## src/rtl/axi_2to1_arbiter.sv

```systemverilog
// axi_2to1_arbiter: two AXI masters (m0, m1) share one slave port (s_*).
// Read (AR/R) and write (AW/W/B) paths are arbitrated independently,
// one outstanding transaction per path, grant held until R last / B.
// Ports: clk, resetn (async, active-low); per master m0_/m1_ AR, R, AW,
// W, B channels; s_* are the slave-side copies toward the bridge.
// Config: define ARB_FIXED_PRIORITY_EN for fixed m0 priority on both
// paths; otherwise round-robin with a 1-bit pointer per path.
module axi_2to1_arbiter #(
    parameter int ADDR_W = 32,
    parameter int DATA_W = 64
) (
    input  logic              clk,
    input  logic              resetn,
    input  logic [ADDR_W-1:0] m0_araddr,
    input  logic              m0_arvalid,
    output logic              m0_arready,
    output logic [DATA_W-1:0] m0_rdata,
    output logic              m0_rlast,
    output logic              m0_rvalid,
    input  logic              m0_rready,
    input  logic [ADDR_W-1:0] m0_awaddr,
    input  logic              m0_awvalid,
    output logic              m0_awready,
    input  logic [DATA_W-1:0] m0_wdata,
    input  logic              m0_wlast,
    input  logic              m0_wvalid,
    output logic              m0_wready,
    output logic              m0_bvalid,
    input  logic              m0_bready,
    input  logic [ADDR_W-1:0] m1_araddr,
    input  logic              m1_arvalid,
    output logic              m1_arready,
    output logic [DATA_W-1:0] m1_rdata,
    output logic              m1_rlast,
    output logic              m1_rvalid,
    input  logic              m1_rready,
    input  logic [ADDR_W-1:0] m1_awaddr,
    input  logic              m1_awvalid,
    output logic              m1_awready,
    input  logic [DATA_W-1:0] m1_wdata,
    input  logic              m1_wlast,
    input  logic              m1_wvalid,
    output logic              m1_wready,
    output logic              m1_bvalid,
    input  logic              m1_bready,
    output logic [ADDR_W-1:0] s_araddr,
    output logic              s_arvalid,
    input  logic              s_arready,
    input  logic [DATA_W-1:0] s_rdata,
    input  logic              s_rlast,
    input  logic              s_rvalid,
    output logic              s_rready,
    output logic [ADDR_W-1:0] s_awaddr,
    output logic              s_awvalid,
    input  logic              s_awready,
    output logic [DATA_W-1:0] s_wdata,
    output logic              s_wlast,
    output logic              s_wvalid,
    input  logic              s_wready,
    input  logic              s_bvalid,
    output logic              s_bready
);

    typedef enum logic [1:0] {R_IDLE, R_ADDR, R_DATA} rstate_t;
    typedef enum logic [1:0] {W_IDLE, W_ADDR, W_RESP} wstate_t;

    rstate_t rstate;
    wstate_t wstate;
    logic    rgnt;
    logic    wgnt;
    logic    aw_done;
    logic    w_done;

    logic r_pick;
    logic w_pick;
    logic r_end;
    logic w_end;
    logic aw_hs;
    logic wl_hs;
    logic w_go;

    logic r_addr;
    logic r_data;
    logic w_addr;
    logic w_resp;
    logic aw_open;
    logic w_open;

`ifdef ARB_FIXED_PRIORITY_EN
    // m0 wins every tie; m1 only when m0 is not asking
    assign r_pick = ~m0_arvalid;
    assign w_pick = ~m0_awvalid;
`else
    logic rptr;
    logic wptr;

    assign r_pick = (m0_arvalid & m1_arvalid) ? rptr : m1_arvalid;
    assign w_pick = (m0_awvalid & m1_awvalid) ? wptr : m1_awvalid;

    // Next tie goes to whoever was not just served
    always_ff @(posedge clk or negedge resetn) begin
        if (!resetn) begin
            rptr <= 1'b0;
            wptr <= 1'b0;
        end else begin
            if (r_end) rptr <= ~rgnt;
            if (w_end) wptr <= ~wgnt;
        end
    end
`endif

    assign r_addr  = (rstate == R_ADDR);
    assign r_data  = (rstate == R_DATA);
    assign w_addr  = (wstate == W_ADDR);
    assign w_resp  = (wstate == W_RESP);
    // Each channel stops forwarding once its part of the burst is done
    assign aw_open = w_addr & ~aw_done;
    assign w_open  = w_addr & ~w_done;

    assign r_end = r_data & s_rvalid & s_rready & s_rlast;
    assign w_end = w_resp & s_bvalid & s_bready;
    assign aw_hs = s_awvalid & s_awready;
    assign wl_hs = s_wvalid & s_wready & s_wlast;
    assign w_go  = (aw_done | aw_hs) & (w_done | wl_hs);

    always_ff @(posedge clk or negedge resetn) begin
        if (!resetn) begin
            rstate <= R_IDLE;
            rgnt   <= 1'b0;
        end else begin
            unique case (rstate)
                R_IDLE: if (m0_arvalid | m1_arvalid) begin
                    rgnt   <= r_pick;
                    rstate <= R_ADDR;
                end
                R_ADDR: if (s_arvalid & s_arready) rstate <= R_DATA;
                R_DATA: if (r_end) rstate <= R_IDLE;
                default: rstate <= R_IDLE;
            endcase
        end
    end

    always_ff @(posedge clk or negedge resetn) begin
        if (!resetn) begin
            wstate  <= W_IDLE;
            wgnt    <= 1'b0;
            aw_done <= 1'b0;
            w_done  <= 1'b0;
        end else begin
            unique case (wstate)
                W_IDLE: if (m0_awvalid | m1_awvalid) begin
                    wgnt   <= w_pick;
                    wstate <= W_ADDR;
                end
                W_ADDR: if (w_go) begin
                    wstate  <= W_RESP;
                    aw_done <= 1'b0;
                    w_done  <= 1'b0;
                end else begin
                    if (aw_hs) aw_done <= 1'b1;
                    if (wl_hs) w_done  <= 1'b1;
                end
                W_RESP: if (w_end) wstate <= W_IDLE;
                default: wstate <= W_IDLE;
            endcase
        end
    end

    assign s_araddr   = rgnt ? m1_araddr : m0_araddr;
    assign s_arvalid  = r_addr & (rgnt ? m1_arvalid : m0_arvalid);
    assign m0_arready = r_addr & ~rgnt & s_arready;
    assign m1_arready = r_addr & rgnt & s_arready;

    assign s_rready  = r_data & (rgnt ? m1_rready : m0_rready);
    assign m0_rdata  = s_rdata;
    assign m1_rdata  = s_rdata;
    assign m0_rvalid = r_data & ~rgnt & s_rvalid;
    assign m1_rvalid = r_data & rgnt & s_rvalid;
    assign m0_rlast  = r_data & ~rgnt & s_rlast;
    assign m1_rlast  = r_data & rgnt & s_rlast;

    assign s_awaddr   = wgnt ? m1_awaddr : m0_awaddr;
    assign s_awvalid  = aw_open & (wgnt ? m1_awvalid : m0_awvalid);
    assign m0_awready = aw_open & ~wgnt & s_awready;
    assign m1_awready = aw_open & wgnt & s_awready;

    assign s_wdata   = wgnt ? m1_wdata : m0_wdata;
    assign s_wlast   = w_addr & (wgnt ? m1_wlast : m0_wlast);
    assign s_wvalid  = w_open & (wgnt ? m1_wvalid : m0_wvalid);
    assign m0_wready = w_open & ~wgnt & s_wready;
    assign m1_wready = w_open & wgnt & s_wready;

    assign s_bready  = w_resp & (wgnt ? m1_bready : m0_bready);
    assign m0_bvalid = w_resp & ~wgnt & s_bvalid;
    assign m1_bvalid = w_resp & wgnt & s_bvalid;

endmodule

```

## config.mk

```make
export PLATFORM = sky130hd
export DESIGN_NAME = axi_2to1_arbiter
export DESIGN_NICKNAME = d
export VERILOG_FILES = /design/src/rtl/axi_2to1_arbiter.sv
export SDC_FILE = /design/constraint.sdc
export NUM_CORES = 1
export LEC_CHECK = 0
export ABC_CLOCK_PERIOD_IN_PS = 1600
export CORE_AREA = 2 2 241 243
export DETAILED_ROUTE_END_ITERATION = 6
export DIE_AREA = 0 0 243 245
export DONT_BUFFER_PORTS = 1
export GPL_TIMING_DRIVEN = 0
export SETUP_SLACK_MARGIN = 0.5
export SLEW_MARGIN = 10
export SYNTH_ARGS = -nofsm -noshare
export SYNTH_HDL_FRONTEND = slang
export SYNTH_SLANG_ARGS = --single-unit
```

## constraint.sdc

```tcl
create_clock -name clk -period 1.6 [get_ports clk]
set_input_delay 0.24 -clock clk [delete_from_list [all_inputs] [get_ports clk]]
set_output_delay 0.24 -clock clk [all_outputs]
set_load 0.1 [all_outputs]
```

==> metrics.yaml, run 1 <==
synthSimpleGateAreaFrac: 0.06471
die_area_mm2: 0.05954
avgSynthCellArea_um2: 9.136
synthMuxAreaShare: 0.4835
synthAdderAreaFrac: 0
ys_ff_latch: 10
crit_slowest_cell: "nor3b_4"
path_max_fanout: 4
hold_path_class: "in -> reg"
vias: 2926
yosys_most_used_dff: "dfrtp_1"
syn-num-nets: 685
worstPathRequired_ns: 1.36
htreeDepth: 1
skew_ns: 0.0001050
hold_viol: 0
drt_iter0_markers: 92
synth.yosys.warnings: 0
finalCriticalPeriod_ns: 2.246
layout_commonest_cell: "buf_4"
clockBufferDepth: 2
grt_pass1_wl_mm: 21.25
crit_top_cell: "buf_12"
arrival_ns: 2.01
cp-start-kind: "flip-flop"
worstPathCellList: "buf_12 -> buf_12 -> mux2_4 -> nor3b_4"
initial_core_util: 0.05526
setup_ws_ns: -0.6455
drt_first_pass_iters: 4
syn_to_final_growth_pct: 93.65
portBuffers: 0
setup_viol: 150
drtAntennaViolNets: 0
violations: "negative setup slack"
synth-edff-count: 0
antenna_found_initial: 7
clk_latency_ns: 0.25
netlist_area_mm2: 0.003152
period_share: 1.403
cp-end-kind: "primary output"
max_cap_viol_count: 0
grt_pass1_vias: 2727
worst_pin_slew_ns: 1.080
maxSlewViolCount: 0
grt_max_degree: 11
critical_path_class: "reg -> out"
status: "finished with violations"
finalNetCount: 741
routed_wl_mm: 18.71
via_per_inst: 2.501
place_hpwl_mm: 15.34
grt_setup_unrepaired: "true"
final.fill_count: 6564
cts_inserted_buffers: 3
root_buffer: "clkbuf_16"
core_mm2: 0.05703
layout-drive-gt1-share: 0.9300
multi_input_area_mm2: 0.002624
max_freq_ghz: 0.4453
die_y_um: 245
cts_tree: "yes"
synth_top_family_by_area: "multiplexers"
io_pins: 614
route.detailed.drc: 0
fp-row-count: 88
relSlewSlack: 0.2791
wl_per_cell_um: 15.99
syn_inst: 345
ff_latch_area_um2: 252.7
grt.overflow.total: 0
synth_compound_area_frac: 0.03216
clk_pin_slew_worst_paths_ns: 0.04
grt_use_total: 0.05117
async_reset_ff_frac: 1.000
holdWs_ns: 0.08635
die_w_um: 243
synthXorXnorAreaFrac: 0
place_ws_ns: -0.5330
final_cell_mix: "137 x buf_4, 130 x mux2_4, 24 x buf_12"
finalWeightedCongestion: 0.8812
yosys.cell_types.count: 31
cts.sink_count: 10
max_stage_delay_ns: 0.88
seq_area_frac_synth: 0.07940
tns_ns: -66.65
metrics by stage:
stage,utilization,instance area [um^2],cells
after CTS,0.09653,5505,1135
after global routing,0.1070,6101,1169
after floorplan,-,3886,345
after global placement,0.08492,4843,1110
final,0.1070,6103,1170
after detailed placement,0.08540,4871,1111
Yosys cell counts, types with 2 or more instances:
library cell,count,share of area
buf_2,14,0.022
nor2_1,13,0.015
nand2_1,5,0.0060
inv_1,5,0.0060
a21oi_1,3,0.0048
nor3_1,2,0.0032
nor3b_1,4,0.0095
and4b_1,2,0.0064
dfrtp_1,10,0.079
mux2i_1,6,0.019
nand2b_1,2,0.0040
a31oi_1,3,0.0060
mux2_2,130,0.46
buf_4,129,0.31
cells by family after synthesis:
logic type | count (synthesis)
buffers and inverters | 150
muxes | 136
and+or+nand+nor | 36
AOI/OAI and AO/OA | 13
DFF | 10
worst paths after layout:
kind | slack (ns) | from | cells after the start | to
max | -0.65 | wgnt | 4 | s_awvalid
min | 0.09 | m0_arvalid | 1 | rgnt
max reg2reg | -0.33 | rgnt | 8 | rptr
min reg2reg | 0.51 | wptr | 2 | wptr
max in group asynchronous | 0.63 | resetn | 1 | rgnt
min in group asynchronous | 0.48 | resetn | 1 | rptr
area by class of cell:
cell class,instances,share of cell area
flip-flops and latches,10,0.04141
clock buffers,4,0.01456
plain buffers,145,0.2132
diodes,5,0.002050
multi-input cells,185,0.4299
inverters,5,0.003690
repair buffers,51,0.1384
well taps,765,0.1568
state kept, by name, summed over array words and instances, names as in the netlist:
signal / flops
rptr: 1
wstate: 2
aw_done: 1
wptr: 1
wgnt: 1
rstate: 2
w_done: 1
rgnt: 1
critical path: cells and delay by family (launching register included):
kind / cells / cell delay, ns
AND/OR/NAND/NOR: 1 / 0.88
buffers and inverters: 2 / 0.27
flip-flops: 1 / 0.39
multiplexers: 1 / 0.21
routing by layer:
metal,track usage,part of all wire,vias to the layer above
met4,0.01642,0.026,6
met2,0.07706,0.47,310
met5,0,0.0024,-
met3,0.02865,0.13,21
met1,0.06129,0.38,1396
li1,-,-,1193
timing repair:
item / 4_1_cts / 5_1_grt
setup buffers: 14 / 20
cloned: 5 / 9
hold buffers: 1 / 0
resized for setup: 83 / 42
pin swaps: 12 / 10
hold endpoints to repair: 10 / 0
endpoints found under the setup margin: 156 / 156
Power of run 1 is not shown: default switching activity piles up to over one toggle a cycle in this logic, so the estimate is an artifact.
==> inputs of run 2 (changes only) <==
--- a/config.mk
+++ b/config.mk
@@ -7,6 +7,7 @@
 export LEC_CHECK = 0
 export ABC_CLOCK_PERIOD_IN_PS = 1600
 export CORE_AREA = 2 2 241 243
+export CTS_BUF_LIST = sky130_fd_sc_hd__clkbuf_8
 export DETAILED_ROUTE_END_ITERATION = 6
 export DIE_AREA = 0 0 243 245
 export DONT_BUFFER_PORTS = 1
==> metrics.yaml, run 2 (synthesis gave the netlist of run 1 again) <==
layout-drive-gt1-share: 0.9302
violations: "negative setup slack"
routed_wl_mm: 18.71
root_buffer: "clkbuf_8"
reg_top3: "rstate (2), wstate (2)"
htreeDepth: 1
finalNetCount: 742
die_y_um: 245
grt_use_total: 0.05124
clk_pin_slew_worst_paths_ns: 0.06
critical_path_class: "reg -> out"
hold_path_class: "in -> reg"
max_cap_viol_count: 0
max_freq_ghz: 0.4428
hold_viol: 0
final_cell_mix: "138 x buf_4, 130 x mux2_4, 24 x buf_12"
rrSetupSlack_ns: -0.33
crit_slowest_cell: "nor3b_4"
grt_setup_unrepaired: "true"
syn_to_final_growth_pct: 92.77
clockBufferDepth: 2
wl_per_cell_um: 15.98
cp-start-kind: "flip-flop"
cts_inserted_buffers: 3
rr_startpoint: "rgnt"
clk_latency_ns: 0.26
reg2reg_depth: 8
crit_top_cell: "buf_12"
setup_viol: 150
grt_max_degree: 11
grt_pass1_wl_mm: 21.29
io_pins: 614
portBuffers: 0
finalCriticalPeriod_ns: 2.258
worstPathRequired_ns: 1.36
holdWs_ns: 0.07481
fin_area_mm2: 0.006076
skew_ns: 0.0001050
setup_ws_ns: -0.6582
status: "finished with violations"
finalWeightedCongestion: 0.8812
period_share: 1.411
relSlewSlack: 0.2784
maxSlewViolCount: 0
antenna_found_initial: 7
die_area_mm2: 0.05954
grt_pass1_vias: 2743
via_per_inst: 2.502
hold_depth: 1
worst_pin_slew_ns: 1.081
route.detailed.drc: 0
worstPathCellList: "buf_12 -> buf_12 -> mux2_4 -> nor3b_4"
drt_first_pass_iters: 4
max_stage_delay_ns: 0.88
cp_num_buf_inv: 2
min_to: "rgnt"
place_hpwl_mm: 15.34
drtAntennaViolNets: 0
r2r-end: "rptr"
die_w_um: 243
tns_ns: -68.58
vias: 2930
cp-end-kind: "primary output"
place_area_mm2: 0.004871
fp-row-count: 88
arrival_ns: 2.02
drt_iter0_markers: 95
grt.overflow.total: 0
worstHoldStart: "m0_arvalid"
cts_tree: "yes"
core_mm2: 0.05703
place_ws_ns: -0.5330
initial_core_util: 0.05526
crit_family: "simple AND/OR/NAND/NOR gates"
layout_commonest_cell: "buf_4"
cts.sink_count: 10
path_max_fanout: 4
-- run 2: cell types whose count changed in the layout (fill, tap and decap cells not counted), sizes merged --
cell,before,now
buf,184,185
-- run 2: how the worst max path moves through the flow --
| stage | start | endpoint | slack (ns) | depth (start not counted) |
|---|---|---|---|---|
| 3_5_place_dp | wgnt | m0_wready | -0.53 | 4 |
| 3_3_place_gp | wgnt | m0_awready | -0.75 | 4 |
| 2_1_floorplan | wgnt | m0_awready | -0.48 | 4 |
| 4_1_cts | wgnt | m0_wready | -0.82 | 4 |
| 6_report | wgnt | s_awvalid | -0.66 | 4 |
| 5_1_grt | wgnt | s_awvalid | -0.72 | 4 |
-- run 2: repair_timing --
action	in CTS	in global routing
setup buffers	15	20
setup endpoints to repair	156	156
resized for setup	83	42
cloned	5	9
endpoints found under the hold margin	10	0
pin swaps	12	10
hold buffers	1	0
-- run 2: area by class of cell --
class	instances	area, um^2
Antenna cell	5	12.51
Buffer	145	1301
Clock buffer	4	55.05
Fill cell	6562	50960
Inverter	5	22.52
Multi-Input combinational cell	185	2621
Sequential cell	10	254.0
Tap cell	765	957.2
Timing Repair Buffer	52	852.1
-- run 2: per-layer routing --
metal | up-vias | global-route usage | part of all wire | wire length (um)
met3 | 21 | 0.02854 | 0.13 | 2378
met4 | 6 | 0.01642 | 0.026 | 485
met2 | 308 | 0.07723 | 0.47 | 8737
met1 | 1401 | 0.06141 | 0.38 | 7068
met5 | - | 0 | 0.0024 | 44
li1 | 1194 | - | - | -
-- run 2: metrics by stage --
| stage | std cells | utilization |
|---|---|---|
| 2_1_floorplan | 345 | - |
| 3_3_place_gp | 1110 | 0.08492 |
| 3_5_place_dp | 1111 | 0.08540 |
| 4_1_cts | 1136 | 0.09604 |
| 5_1_grt | 1170 | 0.1065 |
| 6_report | 1171 | 0.1065 |
Power of run 2 is left out for the same reason.
